## src/rtl/hazard_forward_ctrl.sv

```systemverilog
// Hazard / forwarding control for the 5-stage MIPS pipeline.
// Shadows the register-usage info of the instructions in EX, MEM and WB. From
// that state it selects the EX operand-mux inputs. From the same state and the
// instruction now in ID it raises the load-use stall and the bubble request.
// Ports:
//   Clk, Rst_n         clock (rising edge) and asynchronous active-low reset
//   id_*               decoded fields of the instruction currently in ID
//   flush              taken branch/jump resolved in EX; kill the ID instruction
//   fwd_a_sel/b_sel    00 regfile, 01 WB result, 10 MEM ALU result
//   stall              load-use hazard this cycle
//   pc_write           PC enable (~stall)
//   ifid_write         IF/ID enable (~stall)
//   bubble             zero the ID/EX control fields this edge (stall | flush)
// The outputs are combinational, so they are valid in the same cycle as the
// ID inputs.
module hazard_forward_ctrl #(
    parameter int unsigned REG_ADDR_W = 5
) (
    input  logic                  Clk,
    input  logic                  Rst_n,
    input  logic                  id_valid,
    input  logic [REG_ADDR_W-1:0] id_rs,
    input  logic [REG_ADDR_W-1:0] id_rt,
    input  logic                  id_uses_rs,
    input  logic                  id_uses_rt,
    input  logic [REG_ADDR_W-1:0] id_dst,
    input  logic                  id_regwrite,
    input  logic                  id_memread,
    input  logic                  flush,
    output logic [1:0]            fwd_a_sel,
    output logic [1:0]            fwd_b_sel,
    output logic                  stall,
    output logic                  pc_write,
    output logic                  ifid_write,
    output logic                  bubble
);

    localparam logic [1:0] SEL_RF  = 2'b00;
    localparam logic [1:0] SEL_WB  = 2'b01;
    localparam logic [1:0] SEL_MEM = 2'b10;

    typedef struct packed {
        logic                  valid;
        logic [REG_ADDR_W-1:0] rs;
        logic [REG_ADDR_W-1:0] rt;
        logic                  uses_rs;
        logic                  uses_rt;
        logic [REG_ADDR_W-1:0] dst;
        logic                  regwrite;
        logic                  memread;
    } stage_t;

    stage_t ex_q, mem_q, wb_q;
    stage_t id_entry;
    logic   ex_load;

    // A stage can forward only when it really writes a register other than $0.
    function automatic logic is_producer(input stage_t s);
        return s.valid & s.regwrite & (s.dst != '0);
    endfunction

    // MEM wins over WB. A load in MEM never forwards because the load-use stall
    // has already moved it to WB. The WB match does not look at the uses flag;
    // that flag gates only the MEM match.
    function automatic logic [1:0] fwd_sel(input stage_t ex, input stage_t mem,
                                           input stage_t wb, input logic uses,
                                           input logic [REG_ADDR_W-1:0] src);
        logic [1:0] sel;
        sel = SEL_RF;
        if (ex.valid) begin
            if (uses && is_producer(mem) && !mem.memread && mem.dst == src) begin
                sel = SEL_MEM;
            end else if (is_producer(wb) && wb.dst == src) begin
                sel = SEL_WB;
            end
        end
        return sel;
    endfunction

    // Collect the ID fields into a single stage record.
    always_comb begin
        id_entry          = '0;
        id_entry.valid    = id_valid;
        id_entry.rs       = id_rs;
        id_entry.rt       = id_rt;
        id_entry.uses_rs  = id_uses_rs;
        id_entry.uses_rt  = id_uses_rt;
        id_entry.dst      = id_dst;
        id_entry.regwrite = id_regwrite;
        id_entry.memread  = id_memread;
    end

    // Hazard detection and forwarding selects. Flush suppresses the stall.
    always_comb begin
        fwd_a_sel  = SEL_RF;
        fwd_b_sel  = SEL_RF;
        stall      = 1'b0;
        fwd_a_sel  = fwd_sel(ex_q, mem_q, wb_q, ex_q.uses_rs, ex_q.rs);
        fwd_b_sel  = fwd_sel(ex_q, mem_q, wb_q, ex_q.uses_rt, ex_q.rt);
        stall      = id_valid & ~flush & ex_q.memread & is_producer(ex_q)
                   & ((id_uses_rs & (id_rs == ex_q.dst))
                    | (id_uses_rt & (id_rt == ex_q.dst)));
        pc_write   = ~stall;
        ifid_write = ~stall;
        bubble     = stall | flush;
    end

    assign ex_load = id_valid & ~stall & ~flush;

    // Tracking pipeline. A stalled or flushed slot enters EX as an all-zero bubble.
    always_ff @(posedge Clk or negedge Rst_n) begin
        if (!Rst_n) begin
            ex_q  <= '0;
            mem_q <= '0;
            wb_q  <= '0;
        end else begin
            wb_q  <= mem_q;
            mem_q <= ex_q;
            ex_q  <= ex_load ? id_entry : '0;
        end
    end

endmodule

```

## config.mk

```make
export PLATFORM = sky130hd
export DESIGN_NAME = hazard_forward_ctrl
export DESIGN_NICKNAME = d
export VERILOG_FILES = /design/src/rtl/hazard_forward_ctrl.sv
export SDC_FILE = /design/constraint.sdc
export NUM_CORES = 1
export LEC_CHECK = 0
export CAP_MARGIN = 30
export CORE_UTILIZATION = 54
export DETAILED_ROUTE_END_ITERATION = 8
export MAX_ROUTING_LAYER = met4
export PLACE_DENSITY = 0.89
export SLEW_MARGIN = 20
export SYNTH_ARGS = -nofsm -noshare
export SYNTH_HDL_FRONTEND = slang
export SYNTH_SLANG_ARGS = --single-unit
```

## constraint.sdc

```tcl
create_clock -name Clk -period 2.21 [get_ports Clk]
set_input_delay 0.221 -clock Clk [delete_from_list [all_inputs] [get_ports Clk]]
set_output_delay 0.221 -clock Clk [all_outputs]
set_load 0.005 [all_outputs]
```

* Yosys cells after proc, flatten, opt, wreduce, memory -nomap -nowiden
Cells that the tools add are included.
** Operators by class
- Equal/unequal tests :: 6
- Mux-type cells :: 7
- Bitwise gates (word level) :: 18
- Reduce and logical (&&, ||, !) cells :: 12
** Operators with widths (number)
- 5-bit equality test :: 6
- 20-bit two-way mux :: 1
- 5-bit nonzero test :: 3
- 1-bit bitwise AND :: 14
- 1-bit logical AND :: 8
- 2-bit two-way mux :: 4
- 1-bit two-way mux :: 2
- 1-bit inverter :: 2
- 1-bit OR :: 2
- 1-bit zero test :: 1
** Storage, ports and cells
- Register bits :: 35
- Bits of input ports :: 23
- Output and inout port bits :: 8

* Depth between registers and ports, before layout
- Depth in word-level cells :: 9
- Mapped depth :: 6
- Mapped depth without buffers :: 4

* Worst setup path after synthesis
Ideal clock, no wire load.
- Path type :: reg2out
- Start point :: register ex_q[2] (netlist name)
- End point :: output pc_write
- Arrival time :: 1385 ps
- Slack :: 604 ps
- Cell stages (with the launch flop) :: 7
- Path through :: dfrtp_1 -> xnor2_1 -> nand4_1 -> o22ai_1 -> buf_2 -> nand2_1 -> buf_4
** Between the ends
- Cells in the longest elaborated chain, start to end :: 5
- Elaborated cells between the ends (all ways) :: 10
** Ends and longest elaborated chain
- start, declared :: line 53 : stage_t ex_q, mem_q, wb_q;
- start signal, assigned :: line 119 : ex_q <= ex_load ? id_entry : '0;
- 5-bit equality test (tied with other cells) :: line 101 : & ((id_uses_rs & (id_rs == ex_q.dst))
- 1-bit bitwise AND (on tied branches) :: line 101, 102, 59
- 1-bit OR / 1-bit bitwise AND (equally long branches) :: line 102, 100
- 1-bit bitwise AND * :: line 101
- 1-bit inverter *
- end, declared :: line 33 : output logic pc_write,
Mark *: on every way between the ends. The rest lies on a longest branch, timed or not.

* Worst setup path in the final report
- Start point :: register mem_q[5] (netlist name)
- End point :: output fwd_b_sel[0]
** Between the ends
- Cells in the longest elaborated chain, start to end :: 7
- Elaborated cells between the ends (all ways) :: 8
** Ends and longest elaborated chain
- start, declared :: line 53
- start signal, assigned :: line 118 : mem_q <= ex_q;
- 5-bit nonzero test :: line 59 : return s.valid & s.regwrite & (s.dst != '0);
- 1-bit bitwise AND :: line 59
- 1-bit logical AND (2 in series) :: line 71 : if (uses && is_producer(mem) && !mem.memread && mem.dst == src) begin
- 1-bit logical AND * :: line 71
- 2-bit two-way mux * :: line 71
- 2-bit two-way mux * :: line 70 : if (ex.valid) begin
- end, declared :: line 31 : output logic [1:0] fwd_b_sel,
Marks and branches as above.

==> flow_metrics.py <==
metrics = {
    "power_and_ir_drop": {
        "p_leak_nw": 0.9246,
        "clkPwrFrac": 0.288,
        "swShare": 0.2490,
        "pwr-share-comb": 0.138,
        "p_switching_mw": 0.2998,
        "power.density_nw_per_um2": 575.8,
        "power_frac_seq": 0.574,
        "power_mw": 1.204,
        "p_int_mw": 0.9042,
        "ir_drop_mv": 0.5926,
    },
    "drt": {
        "route.vias.total": 1238,
        "dr.pass1.iters": 4,
        "wl_um": 3561,
        "wl_per_cell_um": 15.97,
        "drt-initial-drc-count": 45,
        "drc": 0,
        "drt.antenna.violating_nets": 0,
        "via_per_inst": 5.552,
    },
    "timing": {
        "slew_violations": 0,
        "fin_tns_setup_ps": -2.472,
        "final.setup_skew_ps": 5.232,
        "worst_pin_slew_ps": 419.6,
        "max_freq_ghz": 0.4520,
        "setup_viol": 1,
        "final_hold_viol_count": 0,
        "rsz0062_at_grt": "true",
        "min_period_over_period": 1.001,
        "setup_slack_ps": -2.472,
        "fin_crit_ps": 2212,
        "slew_headroom": 0.7203,
    },
    "clock_network": {
        "tritoncts": "built",
        "clk_pin_slew_worst_paths_ps": 100,
        "clock_latency_ps": 330,
        "cts_htree_levels": 2,
        "hold_buffers": 0,
        "clockBufferDepth": 2,
        "cts-buffers-inserted": 5,
        "cts_root_buf": "clkbuf_4",
        "clkSinkCount": 35,
    },
    "critical_path": {
        "rr_worst_depth": 7,
        "path_class": "reg2out",
        "worstReg2RegEnd": "ex_q[10]",
        "worstReg2RegStart": "ex_q[2]",
        "crit_path_end_kind": "output pin",
        "cp_data_required_time_ps": 1990,
        "r2r_slack_ps": 540,
        "worstSetupStartpointType": "flip-flop",
        "worst_ep_arrival_time_ps": 1990,
        "critPathMaxFanout": 2,
    },
    "place": {
        "hpwl_um": 2497,
        "globalplace.congestion": 0.9223,
        "place_ws_ps": -33.81,
        "dpl.cell_count": 209,
        "port_buffers": 30,
    },
    "floorplan": {
        "die_w_um": 55.50,
        "initial_core_util": 0.5652,
        "core_area_um2": 2734,
        "rows": 19,
        "dieArea_um2": 3080,
        "die_h_um": 55.50,
        "num_io_pins": 31,
    },
    "logic_synthesis": {
        "syn-mean-instance-area_um2": 10.73,
        "synth_nets": 167,
        "yosysSeqAreaShare": 0.5668,
        "syn_inst": 144,
        "ys_warn_count": 0,
        "ys_ff_latch": 35,
        "ys_types": 21,
        "syn-cell-area_um2": 1545,
    },
    "job": {
        "drv_cap": 0,
    },
    "global_route": {
        "grt_pass1_wl_um": 5871,
        "antenna_found_initial": 0,
        "grt_overflow": 0,
        "top_usage_layer": "met2",
        "first_global_vias": 1306,
        "use_met3": 0.07026,
        "use_met1": 0.2933,
        "grtUsageMet2": 0.4389,
        "grt_max_degree": 36,
        "grtUsageTotal": 0.2589,
    },
    "status": {
        "status": "finished with violations",
        "violations": "setup timing",
    },
    "cells_and_area": {
        "drive_gt1_frac": 0.2240,
        "layout.nets": 215,
        "diodes": 0,
        "area_growth_pct": 35.30,
        "utilization": 0.7648,
        "fillCellCount": 170,
        "fin_cells": 223,
    },
    "hold_path": {
        "hold_class": "in2async",
    },
}
final cells by class:
type                       count  area [um^2]  area share
timing repair buffer          48        419.2      0.2005
sequential                    35        878.3      0.4201
inverter                       1        3.754    0.001795
clock buffer                   6        51.30     0.02454
clock inverter                 1        5.005    0.002394
multi-input combinational    101        694.4      0.3321
tap                           31        38.79     0.01855
sequential cells by signal (all words and copies together) (netlist names):
signal,cells
ex_q,20
wb_q,7
mem_q,8
cells by family after synthesis:
| group | Yosys count | share of synthesized area |
|---|---|---|
| compound gates | 25 | 0.08988 |
| buf+inv | 8 | 0.02429 |
| simple gates | 46 | 0.1490 |
| xor+xnor | 30 | 0.1700 |
| flops | 35 | 0.5668 |
worst max-delay path by stage:
stage / slack [ps] / start / cells after the start / to
floorplan: 600 / ex_q[2] / 6 / pc_write
global placement: 5 / id_valid / 6 / stall
detailed placement: -30 / id_valid / 7 / ifid_write
CTS: -40 / mem_q[5] / 6 / fwd_b_sel[0]
global route: -110 / mem_q[5] / 6 / fwd_b_sel[0]
finish: -2 / mem_q[5] / 6 / fwd_b_sel[0]
critical path, stage by stage (launching register included):
cell       delay [ps]
dfrtp_1           390
or4_4             560
o2111ai_4         220
nor3_2             80
buf_4             140
nor4_2            120
buf_2             150
through the flow:
step	cell area [um^2]	hold WS, ps
after global placement	1933	361.1
after CTS	2049	301.2
after detailed placement	1933	372.3
after floorplan	1545	-74.59
final	2091	286.2
after global routing	2091	317.4
power groups by stage:
| stage | registers [mW] | clock network [mW] | logic (mW) |
|---|---|---|---|
| 2_1_floorplan | 0.697 | 0 | 0.0685 |
| 3_5_place_dp | 0.701 | 0 | 0.149 |
| 5_1_grt | 0.694 | 0.384 | 0.181 |
| 3_3_place_gp | 0.699 | 0 | 0.142 |
| 6_report | 0.691 | 0.347 | 0.166 |
| 4_1_cts | 0.689 | 0.350 | 0.157 |
Yosys cell counts:
cell	number	area share
dfrtp_1	35	0.57
xnor2_1	26	0.15
nand2_1	24	0.058
a21oi_1	22	0.071
nand4_1	7	0.028
nor3_1	4	0.013
xor2_1	4	0.023
and2_1	3	0.012
buf_2	3	0.0097
clkbuf_1	3	0.0073
nor2_1	2	0.0049
nor4_2	2	0.016
a21o_1	1	0.0049
buf_4	1	0.0049
inv_1	1	0.0024
nand2b_1	1	0.0041
nand3_1	1	0.0032
nor2b_1	1	0.0041
o2111ai_2	1	0.0097
o22ai_1	1	0.0041
or4_1	1	0.0049
repair_timing:
item / CTS / global route
endpoints found under the setup margin: 8 / 7
resized for setup: 20 / 11
buffers inserted: 5 / 2
pin swaps: 8 / 4
placed cells by master, fill, tap and decap left out:
cell type,n
a21o_1,1
a21oi_1,21
a21oi_2,1
and2_1,3
buf_2,2
buf_4,18
clkbuf_2,2
clkbuf_4,5
clkbuf_8,1
clkdlybuf4s15_1,1
clkdlybuf4s50_1,22
clkinv_2,1
dfrtp_1,33
dfrtp_2,2
dlygate4sd2_1,1
dlymetal6s2s_1,2
inv_1,1
nand2_1,24
nand2b_1,1
nand3_1,1
nand4_1,7
nor2_1,2
nor2b_1,1
nor3_1,1
nor3_2,3
nor4_2,2
o2111ai_4,1
o22ai_2,1
or4_4,1
xnor2_1,23
xnor2_2,3
xor2_1,4
per-layer routing:
layer / part of all wire / vias to the layer above
met5: 0 / -
met4: 0.035 / 0
met3: 0.051 / 16
met2: 0.54 / 58
met1: 0.38 / 588
li1: - / 576
(Power assumes the default switching activity.)
==> RTL edit 1 (config.mk and constraints unchanged) <==
Make the reset (`Rst_n`) synchronous in one clocked block. Comments in the files are not updated.
--- a/src/rtl/hazard_forward_ctrl.sv
+++ b/src/rtl/hazard_forward_ctrl.sv
@@ -110,3 +110,3 @@
     // Tracking pipeline. A stalled or flushed slot enters EX as an all-zero bubble.
-    always_ff @(posedge Clk or negedge Rst_n) begin
+    always_ff @(posedge Clk) begin
         if (!Rst_n) begin
Function: differs if Rst_n is asserted again (counterexample within 4 cycles, from zero or initial values and one cycle with Rst_n low); with Rst_n held inactive, the same outputs for 10 cycles.
==> RTL edit 1 against the unedited design <==
- the run still ends with setup timing left
- largest cell class is now multi-input combinational cells
- design area shrank 1.1%
- global-route usage up 2.9 points
- total power is 8.3% lower
- synthesized area fell by 3.6%
- setup slack got worse by 0.060 ns
- wire length is 16% higher
- clock power shrank 12%
- cell count up 4.5%
- sequential cell count stayed put
- hold slack got worse by 0.060 ns
==> RTL edit 1: results (changes against the unedited design) <==
outcome=finished with violations; failing checks=setup timing; Clock Skew=0.0104 ns (+0.00518 ns); Resize count post-CTS=21 (+5.0%); DP Area=1900 sq um (-1.6%); vias in the first global route=1329 (+1.8%); routed vias/inst=5.73 (+3.1%); worst skew pair latency=0.35 ns (+0.02 ns); CP max FO=4 (+2); post-synthesis xor/xnor area fraction=17.6% (+0.63 points); area growth from synthesis to layout=38.7%; per-cell routed wire length=17.7 microns (+11%); global-route wire length before repair=5510 microns (-6.1%); min setup slack post-route=-0.0628 ns (-0.0603 ns); Post-Place Cells=225 (+7.7%); syn nets=183 (+9.6%); max incr delay on CP=0.50 ns (-0.06 ns); drt total wl=4120 microns (+16%); Post-synth top cells=dfxtp_1 (35), a21oi_1 (21), nand3_1 (19); power density cells=534 nW/um^2 (-7.3%); Area contributors post-synth=dfxtp_1 (47%), xor2_1 (11%), a21oi_1 (7.1%); layout cell share with drive strength beyond 1=23.6% (+1.2 points); Fillers=164 (-3.5%); Post-CTS Setup Bufs=1 (-4); GP Congestion=0.876 (-5.0%); Setup violations, final=2 (+1); worst slew pin tran=0.330 ns (-0.0894 ns); dpl hpwl=2790 microns (+12%); Clk. pwr=307 uW (-12%); P_sw=270 uW (-9.8%); worst hold path class=in -> reg; Placement Setup Slack=-0.0890 ns (-0.0552 ns); Max IR drop VDD=0.548 mV (-7.6%); Gate Count Post-Synth=160 (+11%); Yosys top cell area share=47.0% (-9.7 points); CP delay by family, top=buffers and inverters; combinational power=140 uW (-16%); asr flop ratio synth=0% (-100 points); sequential share of the synthesized area=47.0% (-9.7 points)
[RTL edit 1: cell count changes after synthesis, sizes merged, moves of 13 or more]
cell   unedited run  this run
xnor2            26        12
dfrtp            35         0
and2              3        16
nand3             1        19
dfxtp             0        35
xor2              4        18
nand2            24         5
[RTL edit 1: path summary, 6_finish.rpt]
kind,cells past startpoint,startpoint,slack [ns],end
worst max-delay path,6,ex_q[3],-0.06,stall
worst min-delay path,3,id_rs[4],0.23,ex_q[18]
worst max register to register,6,ex_q[3],0.69,ex_q[16]
worst min register to register,1,mem_q[19],0.47,wb_q[19]
[RTL edit 1: layout make-up]
cell class	instances	area share [%]
clock buffers	6	2.00
multi-input cells	114	41.0
flip-flops and latches	35	34.6
well taps	30	1.82
repair buffers	48	20.6
[RTL edit 1: per-layer routing]
metal	track usage (%)	routed length, microns	vias to the layer above
met4	22.6	225	0
li1	-	-	636
met1	25.9	1470	620
met2	52.0	2250	59
met5	-	0	-
met3	5.83	168	19
==> RTL edit 2 (config.mk and constraints unchanged) <==
Without the edit above. Set the parameter `REG_ADDR_W` to 6 (it was 5).
--- a/src/rtl/hazard_forward_ctrl.sv
+++ b/src/rtl/hazard_forward_ctrl.sv
@@ -16,3 +16,3 @@
 module hazard_forward_ctrl #(
-    parameter int unsigned REG_ADDR_W = 5
+    parameter int unsigned REG_ADDR_W = 6
 ) (
Interface: changed (resized id_dst, id_rs and id_rt); port bits go from 31 to 34. The function was not compared with the original's and may differ.
==> RTL edit 2 against the unedited design <==
- total power is 21% higher
- via count increased by 14%
- hold slack got worse by 0.0040 ns
- synthesized area is 14% higher
- design area up 15%
- first-iteration DRC count rose by 27%
- sequential cell count grew 5
- setup slack improved by 0.066 ns
- wire length increased by 22%
- critical path depth is 1 lower
- utilization up 1.9 points
- die area grew 13%
- largest power group unchanged
==> RTL edit 2: results (changes against the unedited design) <==
outcome=completed; CP Data Arrival Time=1.93 ns (-0.06 ns); Placement Setup Slack=-0.0226 ns (+0.0112 ns); detailed-router iteration count before antenna repair=4 (unchanged); routed vias/inst=5.45 (-1.8%); initial antenna violation count=0 (unchanged); Synth Area in Compound Gates=9.17% (+0.18 points); worst r2r path cells=7 (unchanged); Yosys Warn Count=0 (unchanged); Max IR drop VDD=0.464 mV (-22%); diode count=0 (unchanged); clk buf depth=2 (unchanged); Top Registers=ex_q: 23 flops, mem_q: 9 flops, wb_q: 8 flops; leak pwr=1.13 nW (+22%); Setup violations, final=0 (-1); mux cell area share after synthesis=0% (unchanged); final cell count without fillers=258 (+16%); worst skew pair latency=0.33 ns (about the same); per-cell routed wire length=16.8 microns (+5.2%); H-tree depth=2 (unchanged); asr flop ratio synth=100% (unchanged); Clock Skew=0.00916 ns (+0.00393 ns); cts bufs inserted=5 (unchanged); DP Area=2130 sq um (+10%); sequential share of the synthesized area=56.9% (+0.18 points); CP max-delay cell=dfrtp_2; Initial DRC Count=57 (+27%); global-route wire length before repair=6820 microns (+16%); largest net degree at the start of global routing=41 (+14%); max incr delay on CP=0.48 ns (-0.08 ns); vias in the first global route=1490 (+14%); post-synthesis xor/xnor area fraction=17.9% (+0.91 points); worst rel slew slack=77.0% (+5.0 points); CP delay by family, top=flip-flops; syn nets=187 (+12%); Post-synth top cells=dfrtp_1 (40), a21oi_1 (25), nand2_1 (24); I/O Buffers=33 (+10%); worst hold path class=in -> async; root buf cell=clkbuf_4; GP Congestion=0.889 (-3.6%); Post-Place Cells=235 (+12%); total global routing track utilization=27.8% (+1.9 points); post-synthesis area per instance=10.9 sq um (+1.9%); Sw Ratio=23.9% (-1.0 points); Synth Area in Adders=0% (unchanged); layout cell share with drive strength beyond 1=22.4% (+0.034 points); dpl hpwl=2840 microns (+14%); Area contributors post-synth=dfrtp_1 (57%), xnor2_1 (11%), a21oi_1 (7.1%); CP max FO=4 (+2); Distinct cells, synth=22 (+4.8%); P_sw=347 uW (+16%); combinational share of power=13.5% (-0.3 points); Worst-path clk slew=0.11 ns; Flop pwr share=54.5% (-2.9 points)
## RTL edit 2: cell count changes in the layout (fill, tap and decap cells not counted), moves of 3 or more
cell	unedited run	this run
xor2_1	4	14
xnor2_1	23	17
a21oi_1	21	25
clkdlybuf4s50_1	22	25
dfrtp_2	2	5
dlygate4sd2_1	1	4
nor4_1	0	3
## RTL edit 2: kinds of logic (layout without fill, tap and decap cells)
logic type | Yosys count | after routing
DFF | 40 | 40
buffers and inverters | 7 | 60
AOI/OAI and AO/OA | 29 | 29
and+or+nand+nor | 49 | 49
xor gates and xnor gates | 36 | 36
## RTL edit 2: final timing paths
path,end,slack (ns),start
min in group Clk,wb_q[1],0.38,mem_q[1]
hold / removal,ex_q[0],0.28,Rst_n
hold reg to reg,wb_q[1],0.38,mem_q[1]
setup reg to reg,ex_q[21],0.44,ex_q[4]
setup / recovery,pc_write,0.06,ex_q[4]
max in group asynchronous,ex_q[4],1.49,Rst_n
## RTL edit 2: final cells by class
cell class,instances,area [sq um]
fill,192,667
clock inverter,2,35.0
timing repair buffer,52,463
tap,44,55.1
multi-input combinational,114,810
clock buffer,6,41.3
sequential,40,1010
## RTL edit 2: worst register-to-register path: cells and delay by family, from the launching register on
kind / cells / cell delay, ns
simple gates: 1 / 0.16
xor+xnor: 1 / 0.24
compound gates: 2 / 0.30
buf+inv: 3 / 0.48
flops: 1 / 0.48
## RTL edit 2: layer usage
metal  global-route usage (%)  routed length [microns]  share of wire, %
met5                        -                        0                 0
met4                     7.48                      127               2.9
met3                     5.02                      201               4.6
met2                     48.2                     2340                54
met1                     33.4                     1660                38
## RTL edit 2: timing repair
action / in CTS / in global routing
hold buffers: 0 / 1
endpoints found under the hold margin: 0 / 8
setup endpoints to repair: 8 / 6
resized for setup: 17 / 15
pin swaps: 5 / 7
setup buffers: 13 / 0
